## src/rtl/cdb_result_buffer.sv

```systemverilog
// rtl/cdb_result_buffer.sv - result queue and requester endpoint for the result-bus arbiter
//
// Purpose: buffers completed results from one functional unit, requests the
// common data bus, honours the arbiter's stall, and broadcasts results in
// acceptance order. Back-pressures the unit through in_ready when full.
//
// Optional feature: define RESULT_BYPASS_EN to let a result arriving at an
// empty buffer go straight onto the bus in the same cycle when not stalled.
//
// Ports:
//   clk, rst           rising-edge clock, synchronous active-high reset
//   flush              squash every buffered result
//   in_valid/in_tag/in_data/in_ready   result input from the functional unit
//   req / stall        request to arbiter and its same-cycle refusal
//   cdb_valid/cdb_tag/cdb_data         granted broadcast on the common data bus
//   stall_cycles       saturating count of cycles with req && stall
module cdb_result_buffer #(
  parameter int DEPTH  = 4,
  parameter int DATA_W = 32,
  parameter int TAG_W  = 6,
  parameter int CNT_W  = 8
) (
  input  logic              clk,
  input  logic              rst,
  input  logic              flush,
  input  logic              in_valid,
  input  logic [TAG_W-1:0]  in_tag,
  input  logic [DATA_W-1:0] in_data,
  output logic              in_ready,
  output logic              req,
  input  logic              stall,
  output logic              cdb_valid,
  output logic [TAG_W-1:0]  cdb_tag,
  output logic [DATA_W-1:0] cdb_data,
  output logic [CNT_W-1:0]  stall_cycles
);

  localparam int IDX_W = $clog2(DEPTH);
  localparam int PTR_W = IDX_W + 1;
  localparam logic [PTR_W-1:0] DEPTH_C = PTR_W'(DEPTH);
  localparam logic [CNT_W-1:0] CNT_MAX = '1;

  logic [PTR_W-1:0]  head_q, head_d;
  logic [PTR_W-1:0]  tail_q, tail_d;
  logic [PTR_W-1:0]  count_q, count_d;
  logic [CNT_W-1:0]  stall_cnt_q, stall_cnt_d;
  logic [TAG_W-1:0]  tag_q  [DEPTH];
  logic [TAG_W-1:0]  tag_d  [DEPTH];
  logic [DATA_W-1:0] data_q [DEPTH];
  logic [DATA_W-1:0] data_d [DEPTH];

  logic [IDX_W-1:0]  head_idx;
  logic [IDX_W-1:0]  tail_idx;
  logic              nonempty;
  logic              bypass;
  logic              grant;
  logic              push;
  logic              pop;

  // Pointers carry one extra bit; only the low bits address storage, so they
  // wrap modulo DEPTH naturally.
  assign head_idx = head_q[IDX_W-1:0];
  assign tail_idx = tail_q[IDX_W-1:0];

  always_comb begin
    nonempty = (count_q != '0);
    // Based on registered count only, so stall never reaches in_ready.
    in_ready = (count_q < DEPTH_C);
`ifdef RESULT_BYPASS_EN
    bypass   = !nonempty && in_valid && !flush;
`else
    bypass   = 1'b0;
`endif
    req       = (nonempty || bypass) && !flush;
    grant     = req && !stall;
    cdb_valid = grant;
    // Outside a grant the bus carries the head entry (or bypassed input);
    // consumers ignore it because cdb_valid is low.
    cdb_tag   = bypass ? in_tag  : tag_q[head_idx];
    cdb_data  = bypass ? in_data : data_q[head_idx];
    stall_cycles = stall_cnt_q;

    // A granted bypass consumes the input directly; a stalled bypass falls
    // back to a normal push.
    pop  = grant && !bypass;
    push = in_valid && in_ready && !flush && !(bypass && grant);

    head_d  = head_q;
    tail_d  = tail_q;
    count_d = count_q;
    tag_d   = tag_q;
    data_d  = data_q;

    if (flush) begin
      head_d  = tail_q;
      count_d = '0;
    end else begin
      if (push) begin
        tag_d[tail_idx]  = in_tag;
        data_d[tail_idx] = in_data;
        tail_d           = tail_q + 1'b1;
      end
      if (pop) begin
        head_d = head_q + 1'b1;
      end
      case ({push, pop})
        2'b10:   count_d = count_q + 1'b1;
        2'b01:   count_d = count_q - 1'b1;
        default: count_d = count_q;
      endcase
    end

    stall_cnt_d = stall_cnt_q;
    if (req && stall && (stall_cnt_q != CNT_MAX)) begin
      stall_cnt_d = stall_cnt_q + 1'b1;
    end
  end

  always_ff @(posedge clk) begin
    if (rst) begin
      head_q      <= '0;
      tail_q      <= '0;
      count_q     <= '0;
      stall_cnt_q <= '0;
      for (int i = 0; i < DEPTH; i++) begin
        tag_q[i]  <= '0;
        data_q[i] <= '0;
      end
    end else begin
      head_q      <= head_d;
      tail_q      <= tail_d;
      count_q     <= count_d;
      stall_cnt_q <= stall_cnt_d;
      tag_q       <= tag_d;
      data_q      <= data_d;
    end
  end

endmodule

```

## config.mk

```make
export PLATFORM = sky130hd
export DESIGN_NAME = cdb_result_buffer
export DESIGN_NICKNAME = d
export VERILOG_FILES = /design/src/rtl/cdb_result_buffer.sv
export SDC_FILE = /design/constraint.sdc
export NUM_CORES = 1
export LEC_CHECK = 0
export CAP_MARGIN = 20
export CORE_UTILIZATION = 50
export CTS_CLUSTER_SIZE = 16
export DETAILED_ROUTE_END_ITERATION = 8
export PLACE_DENSITY = 0.83
export SLEW_MARGIN = 5
export SYNTH_ARGS = -nofsm -noshare
export SYNTH_HDL_FRONTEND = slang
export SYNTH_SLANG_ARGS = --single-unit
```

## constraint.sdc

```tcl
create_clock -name clk -period 5.9 [get_ports clk]
set_input_delay 1.475 -clock clk [delete_from_list [all_inputs] [get_ports clk]]
set_output_delay 1.475 -clock clk [all_outputs]
set_load 0.02 [all_outputs]
```

Word-level counts from Yosys, hierarchy flattened

Cells that the tools add are included.

Flip-flop bits (word level): 169
Bits of input ports: 43
Output and inout port bits: 49
Logic and storage cells: 56

Add/sub/neg operators: 5
Magnitude comparators: 4
Equality and inequality tests: 3
Mux-type cells: 15
Bitwise logic cells: 3
Reductions and logical operators: 14

Operators by type and width:

| cell                | number |
|---|---|
| $bwmux 128          | 1 |
| $mux 32             | 3 |
| $bmux 32 s2         | 1 |
| $demux 32 s2        | 1 |
| $bwmux 24           | 1 |
| $mux 6              | 3 |
| $bmux 6 s2          | 1 |
| $demux 6 s2         | 1 |
| $add 3x1->3 const B | 3 |
| $add 8x1->8 const B | 1 |
| $ne 8x8->1 const B  | 1 |
| $logic_and 1x1->1   | 7 |
| $ge 3x3->1 const B  | 2 |
| $mux 3              | 2 |
| $not 2->3           | 2 |
| $pmux 3 s2          | 1 |
| $reduce_bool 2->1   | 2 |
| $lt 3x1->1 const B  | 1 |
| $lt 3x3->1 const B  | 1 |
| $reduce_bool 3->1   | 1 |
| $sub 3x1->3 const B | 1 |
| $eq 2x1->1 const B  | 1 |
| $eq 2x2->1 const B  | 1 |
| $logic_not 1->1     | 2 |
| other kinds (3)     | 3 |

Longest topological paths before layout

Depth in word-level cells: 6
Depth in mapped cells: 10
Mapped depth without buffers: 9

Least setup slack after synthesis

No wires, ideal clock.

Path kind: input-to-output
From: input port flush
To: output port cdb_valid
Arrival: 2241 ps
Data required time: 4425 ps
Setup slack: 2184 ps
Stages: 2
Buffers on the path: 1
Cell sequence: clkbuf_1 > nor3_1

Word-level cells in the longest chain between the ends: 3

Ends and longest elaborated chain:

| element           | RTL line | RTL |
|---|---|---|
| from (decl)       | 25       | `input logic flush,` |
| $logic_not 1->1   | 74       | `req = (nonempty \|\| bypass) && !flush;` |
| $logic_and 1x1->1 | 74       |  |
| $logic_and 1x1->1 | 75       | `grant = req && !stall;` |
| to (decl)         | 32       | `output logic cdb_valid,` |

Every way passes these cells.

Worst setup path after layout

Same ends and word-level chain as after synthesis.

==> impl_metrics.ini <==
[logic_synthesis]
synth_area_per_cell_um2 = 8.59
synth_warnings = 0
yosys.area_share.xor_xnor_pct = 0.630
synth_top_family_by_area = simple AND/OR/NAND/NOR gates
synth-compound-area-share_pct = 12.9
synth_enable_flop_cells = 0
synthMuxAreaShare_pct = 12.3
synth_area_um2 = 6950
synthCells = 809
synth_nets = 859
ys_types = 35
dominantRegCellSynth = dfxtp_1
yosys.area_share.simple_pct = 20.0
ys_ff_latch = 167
yosysSeqAreaShare_pct = 48.1
async_flop_share_pct = 0
synth-adder-area-share_pct = 1.37

[sta]
drv_slew = 0
skew_ns = 0.00319
finalSetupViolations = 0
tightest_slew_ns = 0.934
slew_headroom_pct = 37.5
min_period_ns = 4.58
timing.hold.ws_ns = 0.451
final.setup.tns_ns = 0
hold_viol = 0
fmax_mhz = 219
rsz0062_at_grt = false
fin_crit_sh_pct = 77.6

[route]
via_count = 5898
firstDrtPassIters = 6
drt_iter0_drc = 611
drc = 0
wl_per_cell_um = 16.3
wirelength_um = 17200
antenna_left = 0
via_per_inst = 5.61

[cts]
post_cts_buffers = 0
clkTransAtPathRegs_ns = 0.06
cts_buffer_depth = 2
cts_made_buffers = 17
cts_root_buf = clkbuf_16
htree_num_levels = 4
numClockSinks = 167
cts_resized = 0
clock_latency_ns = 0.43
ctsHoldBuffers = 0
tritoncts = yes

[pwr]
worst_ir_drop_vdd_v = 0.000207
powerDensity_nw_per_um2 = 317
p_leak_nw = 2.81
total_power_mw = 2.72

[global_route]
grt_pass1_wl_um = 27700
antenna_found_initial = 0
grt_max_degree = 79
grt_usage_pct = 24.8
grt_pass1_vias = 5668
grt_overflow = 0

[critical_path]
cp_slowest_stage_delay_ns = 0.66
crit_path_end_kind = output port
reg2reg_slack_ns = 3.54
worstPathRequired_ns = 4.43
cp-start-kind = primary input
worst-path-max-fanout = 12
critPathMostFrequentCell = clkdlybuf4s50_1
crit_arrival_ns = 3.10
r2r_cells = 4
cp_cell_sequence = clkdlybuf4s50_1 -> nor3_1 -> clkdlybuf4s50_1
crit_slowest_cell = clkdlybuf4s50_1
path_class = primary input to output port

[floorplan]
start_util_pct = 51.9
core_area_um2 = 13400
die_h_um = 120
rows = 42
die_x_um = 120
io_pins = 92
die_area_um2 = 14400

[final_layout]
drive_above_1_share_pct = 10.4
finalNetCount = 912
final_area_um2 = 8580
antenna_cells = 0
multi_input_area_um2 = 3300
syn_to_final_growth_pct = 23.4
final_util_pct = 64.0
nFillCells = 1128
seq_area_um2 = 3350

[outcome]
outcome = finished, final reports clean

[placement]
placed_area_um2 = 7840
gp_congestion = 0.758
io_buffers = 91
dpl.hpwl_um = 9440

[worst_hold_path]
hp-class = flip-flop to flip-flop
holdPathStages = 2

[run]
maxCapViolCount = 0
[per-layer routing]
layer	global-route usage [%]	vias to the layer above	share of wire, %
met5	0	-	0
met4	9.30	0	1.4
met3	5.56	28	6.1
met2	41.1	209	50
met1	31.5	2844	43
li1	-	2817	-
[flip-flops by register name (all words and copies together), names as in the netlist]
name,cells
count_q,3
data_q,128
head_q,2
stall_cycles,8
tag_q,24
tail_q,2
[metrics by stage]
stage	worst slack (ns)	cells
final	1.32	1051
after global routing	1.20	1051
after CTS	1.34	1050
after detailed placement	1.35	1018
after global placement	1.37	1018
after floorplan	2.18	809
[cells in the final DEF, fill, tap and decap left out, types with 3 or more instances in the layout]
| cell | n |
|---|---|
| xor2_1 | 3 |
| and2_2 | 4 |
| inv_1 | 9 |
| clkbuf_16 | 17 |
| clkdlybuf4s50_1 | 90 |
| buf_4 | 6 |
| nor2_1 | 8 |
| dfxtp_1 | 165 |
| nand2_1 | 305 |
| o31ai_1 | 3 |
| nand3_1 | 4 |
| a211oi_1 | 3 |
| a21oi_1 | 161 |
| ha_1 | 6 |
| clkinv_2 | 4 |
| bufinv_16 | 8 |
| nor3_1 | 6 |
| mux4_2 | 38 |
| nand2_2 | 4 |
| or4_1 | 4 |
[worst max-delay path: cells and delay by family]
| family | cells | cell delay, ns |
|---|---|---|
| AND/OR/NAND/NOR | 1 | 0.35 |
| buffers and inverters | 2 | 1.28 |
[cells by family after synthesis]
| kind of cell | count (synthesis) |
|---|---|
| AND/OR/NAND/NOR | 346 |
| AO/OA/AOI/OAI | 174 |
| flip-flops | 167 |
| buffers and inverters | 72 |
| multiplexers | 38 |
| adder cells (fa/ha/maj) | 7 |
| XOR/XNOR | 5 |
[synth_stat cells (6+ instances only)]
library cell / count / area (um^2)
a21oi_1: 161 / 806
buf_2: 26 / 130
clkbuf_1: 28 / 105
dfxtp_1: 167 / 3340
ha_1: 6 / 75.1
inv_1: 9 / 33.8
mux4_2: 38 / 856
nand2_1: 309 / 1160
nor2_1: 8 / 30.0
nor3_1: 6 / 30.0
[power by group]
part | internal (mW) | leakage, nW | switching (mW)
logic | 0.0963 | 1.11 | 0.118
registers | 1.15 | 1.35 | 0.0184
clock network | 0.887 | 0.350 | 0.452
total | 2.13 | 2.81 | 0.588
[layout make-up]
cell class	instances	area share, %
Timing Repair Buffer	97	11.3
Tap cell	176	2.57
Clock inverter	14	3.22
Inverter	9	0.394
Multi-Input combinational cell	570	38.4
Sequential cell	167	39.0
Clock buffer	18	5.12
[worst paths after layout]
check | end | from
setup / recovery | cdb_valid | flush
hold / removal | data_q[14] | data_q[14]
setup reg to reg | data_q[63] | count_q[2]
hold reg to reg | data_q[14] | data_q[14]
No activity file was read; power rests on OpenSTA's default activity.
